`src/rtl/core_pkg.sv`:
```
// rtl/core_pkg.sv - shared 6502 core constants and types
// Contents:
//   BYTE_W        width of one instruction byte
//   MAX_INST_LEN  longest 6502 instruction in bytes
//   pull_len_t    decoder retire length, legal values 1..MAX_INST_LEN
package core_pkg;

  localparam int BYTE_W       = 8;
  localparam int MAX_INST_LEN = 3;

  typedef logic [1:0] pull_len_t;

endpackage

```
`src/rtl/queue_window_mux.sv`:
```
// rtl/queue_window_mux.sv - rotated head-window read from the prefetch array
// Ports:
//   mem_flat  in   DEPTH*DATA_W    flattened storage, entry k at bits [k*DATA_W +: DATA_W]
//   ptr_s     in   log2(DEPTH)     head pointer
//   win_data  out  MAX_PULL*DATA_W lane i = entry (ptr_s+i) mod DEPTH
module queue_window_mux #(
  parameter int DATA_W   = 8,
  parameter int DEPTH    = 16,
  parameter int MAX_PULL = 3,
  localparam int PTR_W   = $clog2(DEPTH)
) (
  input  logic [DEPTH*DATA_W-1:0]    mem_flat,
  input  logic [PTR_W-1:0]           ptr_s,
  output logic [MAX_PULL*DATA_W-1:0] win_data
);

  for (genvar g = 0; g < MAX_PULL; g++) begin : g_lane
    logic [PTR_W-1:0] idx;
    // PTR_W-bit add wraps modulo DEPTH, giving the rotation for free.
    assign idx = ptr_s + PTR_W'(g);
    assign win_data[g*DATA_W +: DATA_W] = mem_flat[idx*DATA_W +: DATA_W];
  end

endmodule

```
`src/rtl/prefetch_queue.sv`:
```
// rtl/prefetch_queue.sv - instruction-byte prefetch queue feeding the decoder
// Ports:
//   clk          in   1                core clock
//   queue_reset  in   1                synchronous active-high reset
//   flush        in   1                discard all entries
//   push         in   1                write push_data this cycle
//   push_data    in   DATA_W           byte from memory
//   full         out  1                count == DEPTH
//   pull         in   1                retire pull_len bytes
//   pull_len     in   PL_W             bytes to retire, 1..MAX_PULL
//   pull_ack     out  1                pull accepted this cycle (combinational)
//   win_data     out  MAX_PULL*DATA_W  head bytes, lane 0 oldest
//   win_valid    out  MAX_PULL         lane i valid when count > i
//   count        out  CNT_W            occupied entries
//   refill_req   out  1                fetch may issue reads
//   overflow     out  1                sticky push-while-full flag
module prefetch_queue
  import core_pkg::*;
#(
  parameter int DATA_W     = BYTE_W,
  parameter int DEPTH      = 16,
  parameter int MAX_PULL   = MAX_INST_LEN,
  parameter int REFILL_LVL = 4,
  localparam int CNT_W     = $clog2(DEPTH + 1),
  localparam int PL_W      = $clog2(MAX_PULL + 1)
) (
  input  logic                       clk,
  input  logic                       queue_reset,
  input  logic                       flush,
  input  logic                       push,
  input  logic [DATA_W-1:0]          push_data,
  output logic                       full,
  input  logic                       pull,
  input  logic [PL_W-1:0]            pull_len,
  output logic                       pull_ack,
  output logic [MAX_PULL*DATA_W-1:0] win_data,
  output logic [MAX_PULL-1:0]        win_valid,
  output logic [CNT_W-1:0]           count,
  output logic                       refill_req,
  output logic                       overflow
);

  localparam int PTR_W = $clog2(DEPTH);

  logic [PTR_W-1:0]  ptr_s_q, ptr_s_d;
  logic [PTR_W-1:0]  ptr_e_q, ptr_e_d;
  logic [CNT_W-1:0]  count_q, count_d;
  logic              overflow_q, overflow_d;
  logic [DATA_W-1:0] mem_q [DEPTH];
  logic [DEPTH*DATA_W-1:0] mem_flat;

  logic              full_c;
  logic              push_ok;
  logic              pull_ok;
  logic [CNT_W-1:0]  pull_len_c;

  always_comb begin
    full_c     = (count_q == CNT_W'(DEPTH));
    pull_len_c = CNT_W'(pull_len);
    // Both acceptance checks use the registered count: no push-to-pull or
    // pull-to-push bypass, so a full queue refuses a push even while pulling.
    pull_ok    = pull && (pull_len != '0) && (pull_len_c <= count_q) && !flush;
    push_ok    = push && !full_c && !flush;

    ptr_s_d    = ptr_s_q;
    ptr_e_d    = ptr_e_q;
    count_d    = count_q;
    overflow_d = overflow_q | (push && full_c && !flush);

    if (flush) begin
      ptr_s_d = ptr_e_q;
      count_d = '0;
    end else begin
      if (push_ok) ptr_e_d = ptr_e_q + PTR_W'(1);
      if (pull_ok) ptr_s_d = ptr_s_q + PTR_W'(pull_len);
      count_d = count_q + CNT_W'(push_ok) - (pull_ok ? pull_len_c : '0);
    end
  end

  always_ff @(posedge clk) begin
    if (queue_reset) begin
      ptr_s_q    <= '0;
      ptr_e_q    <= '0;
      count_q    <= '0;
      overflow_q <= 1'b0;
    end else begin
      ptr_s_q    <= ptr_s_d;
      ptr_e_q    <= ptr_e_d;
      count_q    <= count_d;
      overflow_q <= overflow_d;
    end
  end

  // Storage is never cleared; stale bytes are masked by win_valid.
  always_ff @(posedge clk) begin
    if (push_ok && !queue_reset) mem_q[ptr_e_q] <= push_data;
  end

  for (genvar g = 0; g < DEPTH; g++) begin : g_flat
    assign mem_flat[g*DATA_W +: DATA_W] = mem_q[g];
  end

  queue_window_mux #(
    .DATA_W  (DATA_W),
    .DEPTH   (DEPTH),
    .MAX_PULL(MAX_PULL)
  ) u_window (
    .mem_flat(mem_flat),
    .ptr_s   (ptr_s_q),
    .win_data(win_data)
  );

  always_comb begin
    win_valid = '0;
    for (int i = 0; i < MAX_PULL; i++) win_valid[i] = (count_q > CNT_W'(i));
  end

  assign full       = full_c;
  assign pull_ack   = pull_ok;
  assign count      = count_q;
  assign overflow   = overflow_q;
  assign refill_req = (count_q <= CNT_W'(REFILL_LVL)) && !flush;

endmodule

```
`config.mk`:
```
export PLATFORM = sky130hd
export DESIGN_NAME = prefetch_queue
export DESIGN_NICKNAME = d
export VERILOG_FILES = /design/src/rtl/core_pkg.sv /design/src/rtl/queue_window_mux.sv /design/src/rtl/prefetch_queue.sv
export SDC_FILE = /design/constraint.sdc
export NUM_CORES = 1
export LEC_CHECK = 0
export CORE_MARGIN = 1
export CORE_UTILIZATION = 45
export DETAILED_ROUTE_END_ITERATION = 8
export PLACE_DENSITY_LB_ADDON = 0.05
export SYNTH_ARGS = -nofsm -noshare
export SYNTH_HDL_FRONTEND = slang
export SYNTH_SLANG_ARGS = --single-unit
```
`constraint.sdc`:
```
create_clock -name clk -period 3.4 [get_ports clk]
set_input_delay 0.34 -clock clk [delete_from_list [all_inputs] [get_ports clk]]
set_output_delay 0.34 -clock clk [all_outputs]
set_load 0.005 [all_outputs]
```
* Word-level counts from Yosys, hierarchy flattened
Memory sizes are Yosys's and may differ from the RTL's. Cells that the tools add are included.
Operators by class: add/sub/neg operators 6, $lt $le $gt $ge 5, equal/unequal tests 1, shift-type cells 3, multiplexer cells 5, bitwise logic cells 2, reductions and logical operators 16
Operator list (count):
- indexed part select 128 x 8 -> 8 bit | 3
- > comparator 5 x 1 -> 1 bit (second input constant) | 2
- logical AND 1 bit | 9
- adder 4 x 1 -> 4 bit (second input constant) | 2
- 2-to-1 mux 4 bit | 2
- adder 5 x 1 -> 5 bit | 1
- == test 5 bit (second input constant) | 1
- > comparator 5 x 2 -> 1 bit (second input constant) | 1
- less-or-equal comparator 2 x 5 -> 1 bit | 1
- less-or-equal comparator 5 x 3 -> 1 bit (second input constant) | 1
- subtractor 5 x 2 -> 5 bit | 1
- adder 4 x 2 -> 4 bit | 1
- adder 4 x 2 -> 4 bit (second input constant) | 1
- nonzero test 2 bit | 2
- logical NOT 1 bit | 3
- 2-to-1 mux 1 bit | 2
- 2-to-1 mux 2 bit | 1
- AND reduction 2 bit | 1
- OR reduction 2 bit | 1
- inverter 1 bit | 1
- bitwise OR 1 bit | 1
Storage, ports and cells: register bits after elaboration 14, bits in writable memories 128, input bits 15, output and inout port bits 36, word-level logic and storage cells 43, memories 1
Memories:
- mem_q | words 16, width 8, rd ports 16, clocked after Yosys merged registers in 0, wr ports 1, line prefetch_queue.sv:49 | logic [DATA_W-1:0] mem_q [DEPTH];

* Depth between registers and ports, before layout
Gate-level depths: netlist of run 1.
word-level depth 7, gate-level depth with buffers 15, mapped depth without buffers 14

* By module
Synthesis of run 1 repeated with hierarchy kept, for this count alone.
Second synthesis, totals: cell total of the unflattened synthesis 550, area total of the unflattened synthesis 8219.1 µm²
Modules (own cells, without submodules):
- prefetch_queue | times used 1, cells each 278, area an instance 5008.6 µm², seq. area each 4124.0 µm²
- queue_window_mux | times used 1, cells each 272, area an instance 3210.6 µm², seq. area each 0.0 µm²

* Least setup slack after synthesis of run 1
Ideal clock, no wire load.
path type flip-flop to flip-flop, from reg count_q[1], in the netlist count[1], to reg count_q[4], in the netlist count[4], library setup time 0.086 ns, arrival 2.841 ns, data required time 3.314 ns, slack 0.473 ns, stages on the path, launching flop included 14, buffers on the path 0, clock period less this slack 2.927 ns, cell sequence dfxtp_1 inv_1 ha_1 nor2b_1 o2111a_1 nor3_1 nand2_1 ha_1 inv_1 fa_1 nand2b_1 a21oi_1 o21ai_0 a211oi_1
On the way: elaborated cells between the ends (all ways) 10, those cells by class 2 x add/sub; 1 x order compare; 1 x eq/ne; 1 x mux; 5 x reduce/logical
RTL lines:
- start, declared | line prefetch_queue.sv:47 | logic [CNT_W-1:0] count_q, count_d;
- start signal, assigned | line prefetch_queue.sv:89 | count_q <= count_d;
- less-or-equal comparator 2 x 5 -> 1 bit | line prefetch_queue.sv:62 | pull_ok = pull && (pull_len != '0) && (pull_len_c <= count_q) && !flush;
- logical AND 1 bit (2 in a row) | line prefetch_queue.sv:62
- net pull_ack | line prefetch_queue.sv:35 | output logic pull_ack,
- 2-to-1 mux 2 bit | line prefetch_queue.sv:76 | count_d = count_q + CNT_W'(push_ok) - (pull_ok ? pull_len_c : '0);
- subtractor 5 x 2 -> 5 bit | line prefetch_queue.sv:76
The timed path passes the listed nets, and every way through them passes these cells. A chain may end at the register's enable or synchronous reset.

* Worst setup path after layout of run 1
from reg ptr_s_q[2], to out win_data[11]
On the way: longest elaborated chain between the ends 2
Ends and longest elaborated chain:
- start, declared | line prefetch_queue.sv:45 | logic [PTR_W-1:0] ptr_s_q, ptr_s_d;
- start signal, assigned | line prefetch_queue.sv:87 | ptr_s_q <= ptr_s_d;
- adder 4 x 1 -> 4 bit | line queue_window_mux.sv:20 | assign idx = ptr_s + PTR_W'(g);
- indexed part select 128 x 8 -> 8 bit | line queue_window_mux.sv:21 | assign win_data[g*DATA_W +: DATA_W] = mem_flat[idx*DATA_W +: DATA_W];
- end, declared | line prefetch_queue.sv:36 | output logic [MAX_PULL*DATA_W-1:0] win_data,
Every way passes these cells.

==> impl_metrics.ini, run 1 <==
[clocking]
clk_pin_slew_ns = 0.06
tritoncts = built
clock_latency_ns = 0.42
htree_levels = 4
cts_buffers = 17
root_buffer = clkbuf_16
cts_sinks = 142
cts_buffer_depth = 2
post-cts-setup-buffers = 0

[global_routing]
grt_pass1_wl_um = 32000
grt_usage = 0.2453
antenna_found_initial = 0
grt_pass1_vias = 5396
grt_max_degree = 51
grt.overflow.total = 0

[finish]
post-route-cell-area_um2 = 9644
n_fill_cell = 1391
post-route-util = 0.5537
antenna_cells = 0
area_growth_pct = 19.06
nNetsFinal = 649
layout_commonest_cell = edfxtp_1
multi_input_area_um2 = 3707
final_cell_mix = 128 x edfxtp_1, 90 x mux4_2, 57 x nand2_1, 50 x clkdlybuf4s50_1, 39 x buf_4
seqCellArea_um2 = 4130
layout-drive-gt1-share = 0.2652

[yosys]
ys_types = 46
async_flop_share = 0
synth-seq-cells = 142
synthDominantCellAreaShare = 0.4745
synth_top_area_cell = edfxtp_1
postSynthCellCount = 541
synth_area_per_cell_um2 = 14.97
ys.flop_type = edfxtp_1
seq_area_frac_synth = 0.5091
synth_edf_count = 128
netlist_area_um2 = 8100
syn_nets = 576
ys_warn_count = 0
synthTopCellsByArea = edfxtp_1 47%, mux4_2 25%, dfxtp_1 3.5%

[timing]
min_period_ns = 3.283
period_share = 0.9655
fin_skew_ns = 0.006637
finalHoldViolations = 0
slew_headroom = 0.2543
worstMarginPinSlew_ns = 1.116
setup_tns_ns = 0
holdWs_ns = 0.4754
max_freq_ghz = 0.3046
setup_viol = 0
maxSlewViolCount = 0

[pwr]
power_density_nw_per_um2 = 477.6
finalPower_mw = 4.606
leakagePower_nw = 3.134
max-vdd-ir-drop_v = 0.0003617

[route]
viasPerCell = 6.241
first_iter_violations = 459
wire_per_inst_um = 24.74
drc_errors = 0
ant_nets = 0
dr.pass1.iters = 4
num_vias = 5311
drt-total-wl_um = 21060

[hold_path]
hp-class = flip-flop to flip-flop

[placed_design]
place.gp.congestion = 0.8279
dp_hpwl_um = 14390
place_area_um2 = 9040
io_buffers = 50

[floorplanning]
design.die.area_um2 = 18540
initial_core_util = 0.4651
core_um2 = 17420
die_x_um = 136.2
io_pins = 51
rows = 48
die_y_um = 136.2

[critical_path]
arrival_ns = 2.94
crit_type = flip-flop to output port
critPathRequiredTime_ns = 3.06
start_kind = flip-flop
cp-end-kind = output port
path_max_fanout = 29

[job]
max-cap-violations = 0

[outcome]
status = finished, final reports clean
cell usage after synthesis, drive strengths merged (3+ instances only):
cell type  count
and2           8
nand2         57
inv           19
mux4          90
nand3         13
nor3          11
clkbuf        15
a21oi         21
a32oi          6
edfxtp       128
nor3b          4
dfxtp         14
nand2b         3
ha            18
xor2           3
mux2i         22
and3           9
o311a          8
o21ai          6
a211oi         9
xnor2          7
nor2          21
buf           24
worst max-delay path: stages (launching register included):
cell and delay [ns]:
dfxtp_2 0.34, clkbuf_8 0.36, xor2_4 0.17, buf_4 0.34
mux4_2 0.54, o311a_1 0.31, clkdlybuf4s50_1 0.45
layer usage:
| layer | global-route usage | up-vias | wire, um |
|---|---|---|---|
| li1 | - | 2337 | - |
| met1 | 0.3010 | 2765 | 8501 |
| met2 | 0.4329 | 177 | 11060 |
| met3 | 0.03729 | 32 | 980 |
| met4 | 0.09691 | 0 | 516 |
| met5 | 0 | - | 0 |
per-stage QoR:
stage,instances,setup WS (ns)
floorplan,541,0.4731
global placement,820,0.1185
detailed placement,820,0.02877
CTS,851,0.001108
global route,851,-0.003540
finish,851,0.1172
layout make-up:
cell class,instances,area share
clock buffers,17,0.04411
clock inverters,14,0.01570
inverters,20,0.007784
multi-input cells,340,0.3844
flip-flops and latches,142,0.4283
well taps,225,0.02919
repair buffers,93,0.09056
cells by family (layout without fill, tap and decap cells):
kind of cell    after synthesis  in the layout  synth area share
xor+xnor                     10             10           0.01406
flops                       142            142            0.5091
compound gates               63             63           0.05499
buf+inv                      59            144           0.03352
fa+ha+maj                    20             20           0.03275
simple gates                135            135           0.07816
mux                         112            112            0.2774
final timing paths:
path	from	end	slack, ns	cells past startpoint
hold / removal	overflow	overflow	0.48	2
setup reg to reg	count[1]	count[4]	0.28	14
hold reg to reg	overflow	overflow	0.48	2
setup / recovery	ptr_s_q[2]	win_data[11]	0.12	6
state kept, by name, indices dropped and copies added, names as in the netlist:
register  cells
count         5
mem_q       128
overflow      1
ptr_e_q       4
ptr_s_q       4
where the power goes:
group | switching [mW] | internal [mW] | total, mW
Combinational | 0.398 | 0.448 | 0.845
Clock | 0.691 | 1.13 | 1.82
Sequential | 0.0169 | 1.92 | 1.94
repair_timing:
| action | CTS | global route |
|---|---|---|
| gates cloned | 0 | 0 |
| endpoints found under the setup margin | 4 | 6 |
| hold buffers | 0 | 0 |
| resized for setup | 2 | 4 |
No activity file was read; power rests on OpenSTA's default activity.
==> run 2: changes to the inputs <==
- CORE_UTILIZATION: 45 -> 60
==> run 2 against run 1 <==
Effect of this change:
- worst setup slack worse by 0.091 ns
- critical path type unchanged
- non-clock buffer count shrank 6
- critical endpoint is now win_data[8]
- combinational power fell by 1%
- core utilization grew 17 points
==> impl_metrics.ini, run 2 (synthesis gave the netlist of run 1 again) <==
[outcome]
status = finished, final reports clean

[global_routing]
grt.overflow.total = 0
grt_max_degree = 68
antenna_found_initial = 0
grt_pass1_vias = 5558
grt_pass1_wl_um = 30700
grt_usage = 0.3004

[floorplanning]
rows = 42
io_pins = 51
initial_core_util = 0.6141
core_um2 = 13190
die_x_um = 118.2
design.die.area_um2 = 13970
die_y_um = 118.2

[timing]
slew_headroom = 0.4869
period_share = 0.9923
maxSlewViolCount = 0
max_freq_ghz = 0.2964
min_period_ns = 3.374
setup_viol = 0
setup_tns_ns = 0
fin_skew_ns = 0.005400
fin_ws_ns = 0.02612
rsz0062_at_grt = false
worstMarginPinSlew_ns = 0.7685
finalHoldViolations = 0

[placed_design]
pre_cts_slack_ns = 0.01538
dp.cells = 765
io_buffers = 50
place.gp.congestion = 0.8459
dp_hpwl_um = 13180

[finish]
layout-drive-gt1-share = 0.2629
final_cell_mix = 128 x edfxtp_1, 90 x mux4_2, 57 x nand2_1, 50 x clkdlybuf4s50_1, 33 x buf_4
antenna_cells = 0
area_growth_pct = 18.03
largest_reg_flops = 128
regMostFlops = mem_q
fin_cells = 796
nNetsFinal = 643
layout_commonest_cell = edfxtp_1

[route]
viasPerCell = 6.784
num_vias = 5400
first_iter_violations = 543
drc_errors = 0
drt-total-wl_um = 19880
dr.pass1.iters = 5
ant_nets = 0
wire_per_inst_um = 24.98

[clocking]
clk_pin_slew_ns = 0.06
htree_levels = 4
clock_latency_ns = 0.42
tritoncts = built
cts_sinks = 142
root_buffer = clkbuf_16
cts_buffer_depth = 2
cts_buffers = 17

[critical_path]
cp-end-kind = output port
crit_type = flip-flop to output port
crit_slowest_cell = dfxtp_1
critical_path.cell_chain = inv_1 -> xnor2_1 -> nand3_1 -> o311a_1 -> clkdlybuf4s50_1
arrival_ns = 3.03
critPathRequiredTime_ns = 3.06
cp_slowest_stage_delay_ns = 0.81
path_max_fanout = 12
crit_family = buffers and inverters
path_buf_inv = 2
start_kind = flip-flop

[pwr]
finalPower_mw = 4.587
max-vdd-ir-drop_v = 0.0003269
leakagePower_nw = 3.116
power_density_nw_per_um2 = 479.7

[hold_path]
hp-class = flip-flop to flip-flop

[job]
max-cap-violations = 0
-- run 2: changes by cell type in the layout (fill, tap and decap cells not counted), sizes merged --
cell / previous run / this run
buf: 42 / 37
clkbuf: 18 / 17
-- run 2: layout make-up --
cell class,count,area (um2)
flip-flops and latches,142,4131
fillers,817,3630
repair buffers,87,827.0
well taps,176,220.2
multi-input cells,340,3730
clock inverters,14,151.4
inverters,20,75.07
clock buffers,17,425.4
-- run 2: worst register-to-register path, cell delays in order (launching register included) --
cell	delay (ns)
dfxtp_1	0.34
inv_1	0.17
ha_1	0.22
nor4bb_1	0.50
nor2_1	0.18
inv_1	0.10
ha_1	0.23
inv_1	0.06
ha_1	0.15
inv_1	0.05
fa_1	0.39
nand2b_1	0.16
a21oi_1	0.16
o21ai_0	0.09
a211oi_1	0.19
-- run 2: layer usage --
metal	routed length [um]	global-route usage	share of wire	vias up
met4	608	0.1378	0.031	0
met1	7358	0.3817	0.37	2705
met5	0	0	0	-
met2	10230	0.5029	0.51	317
li1	-	-	-	2325
met3	1689	0.05840	0.085	53
-- run 2: final timing paths --
path / startpoint / end / slack (ns) / depth (start not counted)
max: ptr_s_q[3] / win_data[8] / 0.03 / 5
min: overflow / overflow / 0.52 / 2
max reg2reg: count[2] / count[4] / 0.34 / 14
min reg2reg: overflow / overflow / 0.52 / 2
-- run 2: power breakdown --
group | total [mW] | switching, mW | internal [mW] | leakage, nW
Combinational | 0.835 | 0.392 | 0.443 | 1.57
Sequential | 1.94 | 0.0217 | 1.92 | 1.27
Clock | 1.81 | 0.678 | 1.13 | 0.274
-- run 2: repair_timing --
action	CTS	global route
hold buffers	0	0
buffers inserted	0	0
resized for setup	2	5
setup endpoints to repair	6	7
-- run 2: through the flow --
step	util	instance area (um2)	hold slack (ns)
finish	0.7248	9560	0.5184
detailed placement	0.6782	8946	0.5119
global route	0.7248	9560	0.5489
floorplan	-	8100	0.4389
global placement	0.6782	8946	0.4536
CTS	0.7225	9530	0.5375
==> run 3: changes to the inputs <==
- CAP_MARGIN: default -> 15
- CORE_ASPECT_RATIO: default -> 1.4
==> run 3 against run 2 <==
Effect of this change:
- via count increased by 1.6%
- critical path depth unchanged
- worst setup slack improved by 0.086 ns
- power increased by 0.36%
- cell area about the same
- clock power about the same
- core utilization increased by 1.1 points
- die area about the same
- clock-buffer cell count increased by 6
- critical endpoint is now win_data[17]
- largest cell class unchanged
==> impl_metrics.ini, run 3 (synthesis gave the netlist of run 1 again) <==
[route]
wire_per_inst_um = 26.01
drt-total-wl_um = 20890
num_vias = 5488
first_iter_violations = 436
viasPerCell = 6.834
ant_nets = 0
dr.pass1.iters = 5
drc_errors = 0

[critical_path]
crit_type = flip-flop to output port
critPathRequiredTime_ns = 3.06
critical_path.cell_chain = buf_4 -> clkinv_1 -> a211oi_1 -> a21oi_1 -> clkdlybuf4s50_1
path_max_fanout = 22
cp-end-kind = output port
cp_slowest_stage_delay_ns = 0.66
arrival_ns = 2.95
crit_slowest_cell = clkinv_1
start_kind = flip-flop
ff2ff_path_depth = 13

[finish]
area_growth_pct = 18.07
fin_cells = 803
largest_reg_flops = 128
final_cell_mix = 128 x edfxtp_1, 90 x mux4_2, 57 x nand2_1, 50 x clkdlybuf4s50_1, 39 x buf_4
layout_commonest_cell = edfxtp_1
nNetsFinal = 647
regMostFlops = mem_q
antenna_cells = 0
layout-drive-gt1-share = 0.2736

[floorplanning]
rows = 49
initial_core_util = 0.6232
die_y_um = 139.5
io_pins = 51
core_um2 = 13000
design.die.area_um2 = 13980
die_x_um = 100.2

[placed_design]
place.gp.congestion = 0.8515
io_buffers = 50
dp_hpwl_um = 14160
dp.cells = 771

[clocking]
clock_latency_ns = 0.42
tritoncts = built
cts_buffer_depth = 2
cts_buffers = 17
root_buffer = clkbuf_16
htree_levels = 4
clk_pin_slew_ns = 0.06
cts_sinks = 142

[global_routing]
antenna_found_initial = 0
grt.overflow.total = 0
grt_pass1_vias = 5556
grt_pass1_wl_um = 31650
grt_max_degree = 96
grt_usage = 0.3173

[timing]
period_share = 0.9672
rsz0062_at_grt = false
finalHoldViolations = 0
max_freq_ghz = 0.3041
fin_skew_ns = 0.009506
worstMarginPinSlew_ns = 0.7132
min_period_ns = 3.288
setup_viol = 0
setup_tns_ns = 0
slew_headroom = 0.5216
maxSlewViolCount = 0

[outcome]
status = finished, final reports clean

[job]
max-cap-violations = 0

[hold_path]
hp-class = flip-flop to flip-flop
min_path_cells = 2

[pwr]
power_density_nw_per_um2 = 481.3
max-vdd-ir-drop_v = 0.0003740
leakagePower_nw = 3.141
run 3: changes by cell type in the layout (fill, tap and decap cells not counted), sizes merged:
cell / before / now
clkinv: 9 / 4
buf: 37 / 41
bufinv: 3 / 1
clkinvlp: 3 / 0
clkbuf: 17 / 23
inv: 19 / 24
run 3: power by group:
group	internal, mW	switching [mW]
Sequential	1.92	0.0230
Combinational	0.444	0.402
Clock	1.11	0.707
run 3: layout make-up:
| cell class | instances | area [um2] |
|---|---|---|
| multi-input combinational | 340 | 3721 |
| inverter | 20 | 75.07 |
| timing repair buffer | 91 | 833.3 |
| clock buffer | 23 | 499.2 |
| clock inverter | 9 | 78.83 |
| fill | 875 | 3433 |
| sequential | 142 | 4134 |
| tap | 178 | 222.7 |
run 3: path summary, 6_finish.rpt:
kind | endpoint | start | slack [ns]
worst max register to register | count[4] | count[1] | 0.31
worst max-delay path | win_data[17] | ptr_s_q[1] | 0.11
worst min-delay path | overflow | overflow | 0.51
worst min register to register | overflow | overflow | 0.51
run 3: metrics by stage:
step	power, mW	utilization	setup slack (ns)	hold slack (ns)	instance area [um2]
2_1_floorplan	2.475	-	0.4731	0.4389	8100
3_3_place_gp	2.799	0.6898	0.06012	0.4697	8966
3_5_place_dp	2.813	0.6898	0.01525	0.4980	8966
4_1_cts	4.606	0.7349	0.03037	0.5183	9552
5_1_grt	4.741	0.7358	0.01179	0.5503	9564
6_report	4.603	0.7358	0.1116	0.5058	9564
run 3: routing by layer:
layer | GRT usage | share of wire | vias to the layer above
met1 | 0.3898 | 0.35 | 2761
li1 | - | - | 2332
met3 | 0.06680 | 0.081 | 66
met5 | 0 | 0 | -
met4 | 0.1434 | 0.043 | 0
met2 | 0.5379 | 0.53 | 329
run 3: worst max-delay path: cells and delay by family (launching register included):
family / cells / cell delay, ns
AO/OA/AOI/OAI: 2 / 0.58
buffers and inverters: 3 / 1.50
flip-flops: 1 / 0.44
run 3: timing repair:
action,CTS,global route
resized for setup,3,3
buffers inserted,0,0
hold buffers,0,0
hold endpoints to repair,0,0
setup endpoints to repair,8,2
